<file path="src/rtl/s2p_tx_arb.sv">
// s2p_tx_arb: arbitrates byte send requests and serializes the winner MSB-first onto wra_n/da.
// Define S2P_ARB_FIXED_PRIO_EN for fixed lowest-index-wins arbitration (default: round-robin).
module s2p_tx_arb #(
  parameter int unsigned N_REQ = 4,
  parameter int unsigned DW    = 8,
  parameter int unsigned GAP   = 4
) (
  input  logic                clk,
  input  logic                rst,
  input  logic [N_REQ-1:0]    req,
  input  logic [N_REQ*DW-1:0] data,
  output logic [N_REQ-1:0]    ack,
  output logic                wra_n,
  output logic                da,
  output logic                busy
);

  localparam int unsigned CW = $clog2((DW > GAP) ? DW : GAP);

  typedef enum logic [1:0] {StIdle, StShift, StGap} state_e;

  state_e              state_q, state_d;
  logic [DW-1:0]       sreg_q, sreg_d;
  logic [CW-1:0]       cnt_q, cnt_d;
  logic [N_REQ-1:0]    ack_q, ack_d;
  logic                wra_n_q, wra_n_d;
  logic                da_q, da_d;
  logic                busy_q, busy_d;

  logic [N_REQ-1:0]    gnt;
  logic                found;
  logic [DW-1:0]       win_data;
  logic                grant_ok;

`ifndef S2P_ARB_FIXED_PRIO_EN
  localparam int unsigned PW = (N_REQ > 1) ? $clog2(N_REQ) : 1;
  logic [PW-1:0]       ptr_q, ptr_d, ptr_win;
`endif

  // Winner selection; evaluated every cycle but only consumed when grant_ok is set.
  always_comb begin
    gnt   = '0;
    found = 1'b0;
`ifdef S2P_ARB_FIXED_PRIO_EN
    for (int i = 0; i < N_REQ; i++) begin
      if (!found && req[i]) begin
        gnt[i] = 1'b1;
        found  = 1'b1;
      end
    end
`else
    // Search above the last grant first, then wrap to the low indices.
    for (int i = 0; i < N_REQ; i++) begin
      if (!found && req[i] && (i > int'(ptr_q))) begin
        gnt[i] = 1'b1;
        found  = 1'b1;
      end
    end
    for (int i = 0; i < N_REQ; i++) begin
      if (!found && req[i] && (i <= int'(ptr_q))) begin
        gnt[i] = 1'b1;
        found  = 1'b1;
      end
    end
    ptr_win = ptr_q;
    for (int i = 0; i < N_REQ; i++) begin
      if (gnt[i]) ptr_win = PW'(i);
    end
`endif
    win_data = '0;
    for (int i = 0; i < N_REQ; i++) begin
      if (gnt[i]) win_data = win_data | data[i*DW +: DW];
    end
  end

  always_comb begin
    state_d  = state_q;
    sreg_d   = sreg_q;
    cnt_d    = cnt_q;
    ack_d    = '0;
    wra_n_d  = wra_n_q;
    da_d     = da_q;
    busy_d   = busy_q;
    grant_ok = 1'b0;
`ifndef S2P_ARB_FIXED_PRIO_EN
    ptr_d    = ptr_q;
`endif
    unique case (state_q)
      StIdle: grant_ok = |req;
      StShift: begin
        if (cnt_q == '0) begin
          wra_n_d = 1'b1;
          da_d    = 1'b0;
          cnt_d   = CW'(GAP - 1);
          state_d = StGap;
        end else begin
          da_d    = sreg_q[DW-2];
          sreg_d  = sreg_q << 1;
          cnt_d   = cnt_q - 1'b1;
        end
      end
      StGap: begin
        if (cnt_q == '0) begin
          state_d  = StIdle;
          busy_d   = 1'b0;
          grant_ok = |req;
        end else begin
          cnt_d = cnt_q - 1'b1;
        end
      end
      default: state_d = StIdle;
    endcase

    if (grant_ok) begin
      sreg_d  = win_data;
      ack_d   = gnt;
      wra_n_d = 1'b0;
      da_d    = win_data[DW-1];
      cnt_d   = CW'(DW - 1);
      busy_d  = 1'b1;
      state_d = StShift;
`ifndef S2P_ARB_FIXED_PRIO_EN
      ptr_d   = ptr_win;
`endif
    end
  end

  always_ff @(posedge clk or posedge rst) begin
    if (rst) begin
      state_q <= StIdle;
      sreg_q  <= '0;
      cnt_q   <= '0;
      ack_q   <= '0;
      wra_n_q <= 1'b1;
      da_q    <= 1'b0;
      busy_q  <= 1'b0;
`ifndef S2P_ARB_FIXED_PRIO_EN
      ptr_q   <= PW'(N_REQ - 1);
`endif
    end else begin
      state_q <= state_d;
      sreg_q  <= sreg_d;
      cnt_q   <= cnt_d;
      ack_q   <= ack_d;
      wra_n_q <= wra_n_d;
      da_q    <= da_d;
      busy_q  <= busy_d;
`ifndef S2P_ARB_FIXED_PRIO_EN
      ptr_q   <= ptr_d;
`endif
    end
  end

  assign ack   = ack_q;
  assign wra_n = wra_n_q;
  assign da    = da_q;
  assign busy  = busy_q;

endmodule

</file>
<file path="config.mk">
export PLATFORM = sky130hd
export DESIGN_NAME = s2p_tx_arb
export DESIGN_NICKNAME = d
export VERILOG_FILES = /design/src/rtl/s2p_tx_arb.sv
export SDC_FILE = /design/constraint.sdc
export NUM_CORES = 1
export LEC_CHECK = 0
export ABC_AREA = 1
export CORE_MARGIN = 1
export CORE_UTILIZATION = 35
export DETAILED_ROUTE_END_ITERATION = 7
export PLACE_DENSITY = 0.65
export SLEW_MARGIN = 0
export SYNTH_ARGS = -nofsm -noshare
export SYNTH_HDL_FRONTEND = slang
export SYNTH_SLANG_ARGS = --single-unit
</file>
<file path="constraint.sdc">
create_clock -name clk -period 1.7 [get_ports clk]
set_input_delay 0.425 -clock clk [delete_from_list [all_inputs] [get_ports clk]]
set_output_delay 0.425 -clock clk [all_outputs]
set_load 0.01 [all_outputs]
</file>
==> flow_metrics.env, run 1 <==
export IMPL_status="complete, no violations"
export IMPL_finalCritPeriodShare_pct=94.4
export IMPL_antenna_found_initial=0
export IMPL_track_usage_pct=17.7
export IMPL_chipHeight_um=65.4
export IMPL_rsz0062_at_grt="yes"
export IMPL_drv_slew=0
export IMPL_top_layer="met4"
export IMPL_max_slew_margin_rel_pct=81.3
export IMPL_vdd_drop_max_v=0.000698
export IMPL_max_stage_delay_ps=560
export IMPL_worstPathArrival_ps=1810
export IMPL_crit_family="simple AND/OR/NAND/NOR gates"
export IMPL_wl_per_cell_um=11.0
export IMPL_clk_path_buf_depth=2
export IMPL_finalHoldViolCount=0
export IMPL_portBuffers=44
export IMPL_drtAntennaViolNets=0
export IMPL_finalNetCount=300
export IMPL_cp_end_kind="register"
export IMPL_syn_nets=228
export IMPL_rows=22
export IMPL_gp_congestion=0.818
export IMPL_insertion_delay_ps=260
export IMPL_hold_buffers=0
export IMPL_synth_area_um2=1410
export IMPL_ys_warn_count=0
export IMPL_h_tree_depth=1
export IMPL_cts_tree="built"
export IMPL_clk_pin_slew_ps=80
export IMPL_wl_met1_um=1590
export IMPL_tightest_slew_ps=280
export IMPL_cts_made_buffers=3
export IMPL_dp_cells=299
export IMPL_routed_wl_um=3380
export IMPL_required_ps=1910
export IMPL_synth_largest_area_cell="dfrtp_1"
export IMPL_ios=45
export IMPL_n_fill_cell=376
export IMPL_place_ws_ps=-279
export IMPL_grt_pass1_wl_um=5760
export IMPL_final_cell_mix="nand2_1 (57), clkdlybuf4s50_1 (39), buf_4 (24)"
export IMPL_dr_wl_met2_um=1570
export IMPL_path_common_cell="nand2_1"
export IMPL_initial_core_util_pct=37.6
export IMPL_drive_gt1_share_pct=25.1
export IMPL_crit_buf_inv=3
export IMPL_synth_top_cell_area_share_pct=32.0
export IMPL_ys_types=29
export IMPL_cap_violations=0
export IMPL_fmax_ghz=0.623
export IMPL_critPathKind="reg -> reg"
export IMPL_synth_seq_cells=21
export IMPL_setup_slack_ps=95.4
export IMPL_mostFrequentLayoutCell="nand2_1"
export IMPL_met3_length_um=201
export IMPL_cp_start_kind="register"
export IMPL_overflow=0
export IMPL_p_leak_nw=1.13
export IMPL_crit_slowest_cell="dfstp_2"
export IMPL_finalCriticalPeriod_ps=1600
export IMPL_yosysSeqAreaShare_pct=37.6
export IMPL_area_delta_synth_final_pct=55.9
export IMPL_rrSetupSlack_ps=100
export IMPL_drc_errors=0
export IMPL_cts_num_sinks=21
export IMPL_syn_inst=188
export IMPL_clock_skew_ps=1.62
export IMPL_min_delay_path_class="in -> async"
export IMPL_cp_max_fo=7
export IMPL_setup_viol=0
export IMPL_grt_max_degree=22
export IMPL_syn_area_per_cell_um2=7.48
export IMPL_ctsRootBufferMaster="clkbuf_8"
export IMPL_num_vias=1392
export IMPL_critical_path_cell_chain="inv_2 -> nand3_4 -> nand4_4 -> nor2_4 -> nand2_2 -> nand2_4 -> buf_4 -> nand2_1 -> nand3_1 -> nand2_1 -> inv_1"
export IMPL_dp_hpwl_um=2680
export IMPL_power_density_nw_per_um2=1450
export IMPL_vias_per_cell=4.53
export IMPL_fin_cells=307
export IMPL_grt_pass1_vias=1370
export IMPL_core_um2=3740
export IMPL_die_w_um=65.4
export IMPL_drt_iter0_markers=70
export IMPL_die_area_um2=4280
export IMPL_drtPass1Iterations=4
export IMPL_n_antenna_cell=0
export IMPL_synth_area_top_cells="dfrtp_1 (32%), nand2_1 (15%), inv_1 (6.9%)"
[power by group]
part           total [mW]  leakage, nW  internal, mW  switching [mW]
sequential          0.834        0.253         0.730           0.104
clock               0.332       0.0255         0.164           0.168
combinational        2.01        0.853         0.945            1.07
total                3.18         1.13          1.84            1.34
[synthesized netlist by cell type, drive strengths merged]
library cell	number
o21ai	11
nand2	68
xnor2	1
inv	31
dfstp	3
and3	1
buf	3
dfrtp	18
a31oi	1
a21oi	5
o211ai	3
o31ai	2
ha	2
and2	1
nand3	20
nor2	12
o21bai	3
nand4	3
[registers in the layout, summed over array words and instances (netlist names)]
name,cells
ack,4
da,1
state_q,2
wra_n,1
busy,1
sreg_q,7
ptr_q,2
cnt_q,3
[area by class of cell]
| class | instances | area, µm² | area share [%] |
|---|---|---|---|
| clock inverters | 1 | 5.00 | 0.228 |
| multi-input cells | 133 | 771 | 35.2 |
| clock buffers | 3 | 41.3 | 1.88 |
| repair buffers | 70 | 669 | 30.5 |
| flip-flops and latches | 21 | 529 | 24.1 |
| inverters | 31 | 116 | 5.31 |
| well taps | 48 | 60.1 | 2.74 |
[timing repair]
| action | 4_1_cts | 5_1_grt |
|---|---|---|
| pin swaps | 0 | 5 |
| resized for setup | 1 | 15 |
| endpoints found under the setup margin | 2 | 12 |
| gates cloned | 0 | 0 |
| buffers inserted | 0 | 4 |
[per-layer routing]
metal  vias up  global-route usage [%]
met1       586                    22.3
li1        742                       -
met5         -                       0
met3         7                    4.17
met4         0                    2.45
met2        57                    31.3
[final timing paths]
kind | to | from | cells after the start
max reg2reg | sreg_q[2]$_DFFE_PP0P_ | ptr_q[1]$_DFFE_PP1P_ | 11
min in group clk | busy$_DFFE_PP0P_ | busy$_DFFE_PP0P_ | 2
min reg2reg | busy$_DFFE_PP0P_ | busy$_DFFE_PP0P_ | 2
max in group asynchronous | ptr_q[0]$_DFFE_PP1P_ | rst | 3
max | sreg_q[2]$_DFFE_PP0P_ | ptr_q[1]$_DFFE_PP1P_ | 11
min | ack[3]$_DFF_PP0_ | rst | 3
[logic make-up (layout without fill, tap and decap cells)]
family / count (synthesis) / in the layout / synth area share [%]
buffers and inverters: 34 / 105 / 10.2
flip-flops: 21 / 21 / 37.6
AND/OR/NAND/NOR: 105 / 105 / 37.6
adder cells (fa/ha/maj): 2 / 2 / 1.78
AO/OA/AOI/OAI: 25 / 25 / 12.1
XOR/XNOR: 1 / 1 / 0.623
[worst register-to-register path: stages (launching register included)]
cell,delay [ps]
dfstp_2,560
inv_2,80
nand3_4,100
nand4_4,150
nor2_4,150
nand2_2,70
nand2_4,130
buf_4,130
nand2_1,40
nand3_1,70
nand2_1,50
inv_1,50
[per-stage QoR]
stage                     cell area, µm²  setup TNS, ps  power [mW]  util, %  hold WS, ps
after floorplan                     1410              0        2.06        -          399
after global placement              2060          -3290        2.69     54.9          485
after detailed placement            2060          -3440        2.72     54.9          477
after CTS                           2100         -0.339        3.06     56.1          492
after global routing                2190          -32.8        3.49     58.6          511
final                               2190              0        3.18     58.6          482
(Power assumes the default switching activity.)
==> run 2: changes to the inputs <==
--- a/config.mk
+++ b/config.mk
@@ -6,10 +6,10 @@
 export NUM_CORES = 1
 export LEC_CHECK = 0
 export ABC_AREA = 1
-export CORE_MARGIN = 1
+export CORE_MARGIN = 2
 export CORE_UTILIZATION = 35
 export DETAILED_ROUTE_END_ITERATION = 7
-export PLACE_DENSITY = 0.65
+export PLACE_DENSITY_LB_ADDON = 0.2
 export SLEW_MARGIN = 0
 export SYNTH_ARGS = -nofsm -noshare
 export SYNTH_HDL_FRONTEND = slang
==> flow_metrics.env, run 2 (synthesis gave the netlist of run 1 again) <==
export IMPL_clkPwrFrac_pct=10.3
export IMPL_setup_viol=0
export IMPL_routed_wl_um=3550
export IMPL_wl_per_cell_um=11.5
export IMPL_place_ws_ps=-278
export IMPL_worstPathArrival_ps=1760
export IMPL_drt_iter0_markers=60
export IMPL_h_tree_depth=1
export IMPL_area_delta_synth_final_pct=56.1
export IMPL_cp_max_fo=7
export IMPL_finalCriticalPeriod_ps=1600
export IMPL_clock_skew_ps=1.64
export IMPL_track_usage_pct=17.3
export IMPL_die_area_um2=4540
export IMPL_grt_pass1_wl_um=5900
export IMPL_grt_pass1_vias=1366
export IMPL_finalNetCount=299
export IMPL_clk_path_buf_depth=2
export IMPL_cp_start_kind="register"
export IMPL_top_register="sreg_q"
export IMPL_portBuffers=44
export IMPL_pwr_share_seq_pct=26.1
export IMPL_status="complete, no violations"
export IMPL_ctsRootBufferMaster="clkbuf_8"
export IMPL_p_leak_nw=1.12
export IMPL_max_slew_margin_rel_pct=81.9
export IMPL_clk_pin_slew_ps=80
export IMPL_min_delay_path_class="in -> async"
export IMPL_cts_tree="built"
export IMPL_dp_hpwl_um=2760
export IMPL_finalCritPeriodShare_pct=94.3
export IMPL_fmax_ghz=0.624
export IMPL_final_util_pct=55.7
export IMPL_final_cell_mix="nand2_1 (55), clkdlybuf4s50_1 (39), inv_1 (24)"
export IMPL_critPathKind="reg -> reg"
export IMPL_holdWs_ps=486
export IMPL_cts_num_sinks=21
export IMPL_drive_gt1_share_pct=26.4
export IMPL_antenna_found_initial=0
export IMPL_vias_per_cell=4.56
export IMPL_gp_congestion=0.798
export IMPL_cp_end_kind="register"
export IMPL_drtPass1Iterations=4
export IMPL_finalHoldViolCount=0
export IMPL_cap_violations=0
export IMPL_required_ps=1860
export IMPL_timing_rr_start="cnt_q[0]$_DFFE_PP0P_"
export IMPL_switching_share_pct=42.9
export IMPL_rows=23
export IMPL_n_fill_cell=387
export IMPL_die_w_um=67.4
export IMPL_overflow=0
export IMPL_num_vias=1406
export IMPL_startpoint="cnt_q[0]$_DFFE_PP0P_"
export IMPL_chipHeight_um=67.4
export IMPL_drc_errors=0
export IMPL_grt_max_degree=22
export IMPL_internal_power_mw=1.84
export IMPL_drv_slew=0
export IMPL_tightest_slew_ps=271
export IMPL_p_comb_share_pct=63.6
export IMPL_initial_core_util_pct=35.7
export IMPL_core_um2=3940
export IMPL_finalPower_mw=3.22
export IMPL_rsz0062_at_grt="yes"
export IMPL_mostFrequentLayoutCell="nand2_1"
export IMPL_insertion_delay_ps=260
export IMPL_cts_made_buffers=3
export IMPL_drtAntennaViolNets=0
export IMPL_vdd_drop_max_v=0.000533
export IMPL_power_density_nw_per_um2=1470
export IMPL_p_switching_mw=1.38
export IMPL_setup_slack_ps=96.7
export IMPL_largest_reg_flops=7
export IMPL_tns_ps=0
export IMPL_n_antenna_cell=0
export IMPL_ios=45
run 2: timing repair:
item,in CTS,in global routing
pin swaps,0,5
gates resized for setup,1,25
setup endpoints to repair,1,11
setup buffers,0,4
hold buffers,0,0
run 2: metal layers:
layer,wire [µm],vias up,track usage [%]
met4,53,0,6.12
li1,-,738,-
met5,0,-,0
met1,1640,620,22.0
met2,1660,43,29.8
met3,196,5,2.50
run 2: area by class of cell:
class / count / area, µm² / share of cell area [%]
inverter: 31 / 126 / 5.75
clock buffer: 3 / 41.3 / 1.88
tap: 50 / 62.6 / 2.85
sequential: 21 / 529 / 24.1
multi-input combinational: 133 / 787 / 35.8
timing repair buffer: 69 / 644 / 29.3
clock inverter: 1 / 5.00 / 0.228
run 2: final timing paths:
| path | endpoint | slack (ps) | cells past startpoint |
|---|---|---|---|
| worst max-delay path | sreg_q[1]$_DFFE_PP0P_ | 100 | 11 |
| worst min-delay path | sreg_q[3]$_DFFE_PP0P_ | 490 | 3 |
| worst max register to register | sreg_q[1]$_DFFE_PP0P_ | 100 | 11 |
| worst min register to register | busy$_DFFE_PP0P_ | 510 | 2 |
| max in group asynchronous | ptr_q[0]$_DFFE_PP1P_ | 940 | 3 |
| min in group clk | busy$_DFFE_PP0P_ | 510 | 2 |
run 2: metrics by stage:
stage	instance area, µm²	instances
final	2200	308
after global routing	2200	308
after CTS	2080	304
after detailed placement	2040	300
after global placement	2040	300
after floorplan	1410	188
run 2: power groups by stage:
stage	Clock [mW]	Sequential [mW]	Combinational, mW
finish	0.331	0.842	2.05
global placement	0	0.847	1.86
floorplan	0	0.847	1.21
CTS	0.341	0.840	1.87
detailed placement	0	0.849	1.87
global route	0.356	0.865	2.32
run 2: worst max-delay path: stages, from the launching register on:
cell      delay (ps)
dfrtp_1          360
inv_1            120
ha_4             160
nand2_4           80
nand2_4           80
nand3_4          150
buf_4            190
nand2_1           50
inv_1             40
o21bai_2         170
nand2_1           60
nand2_1           40
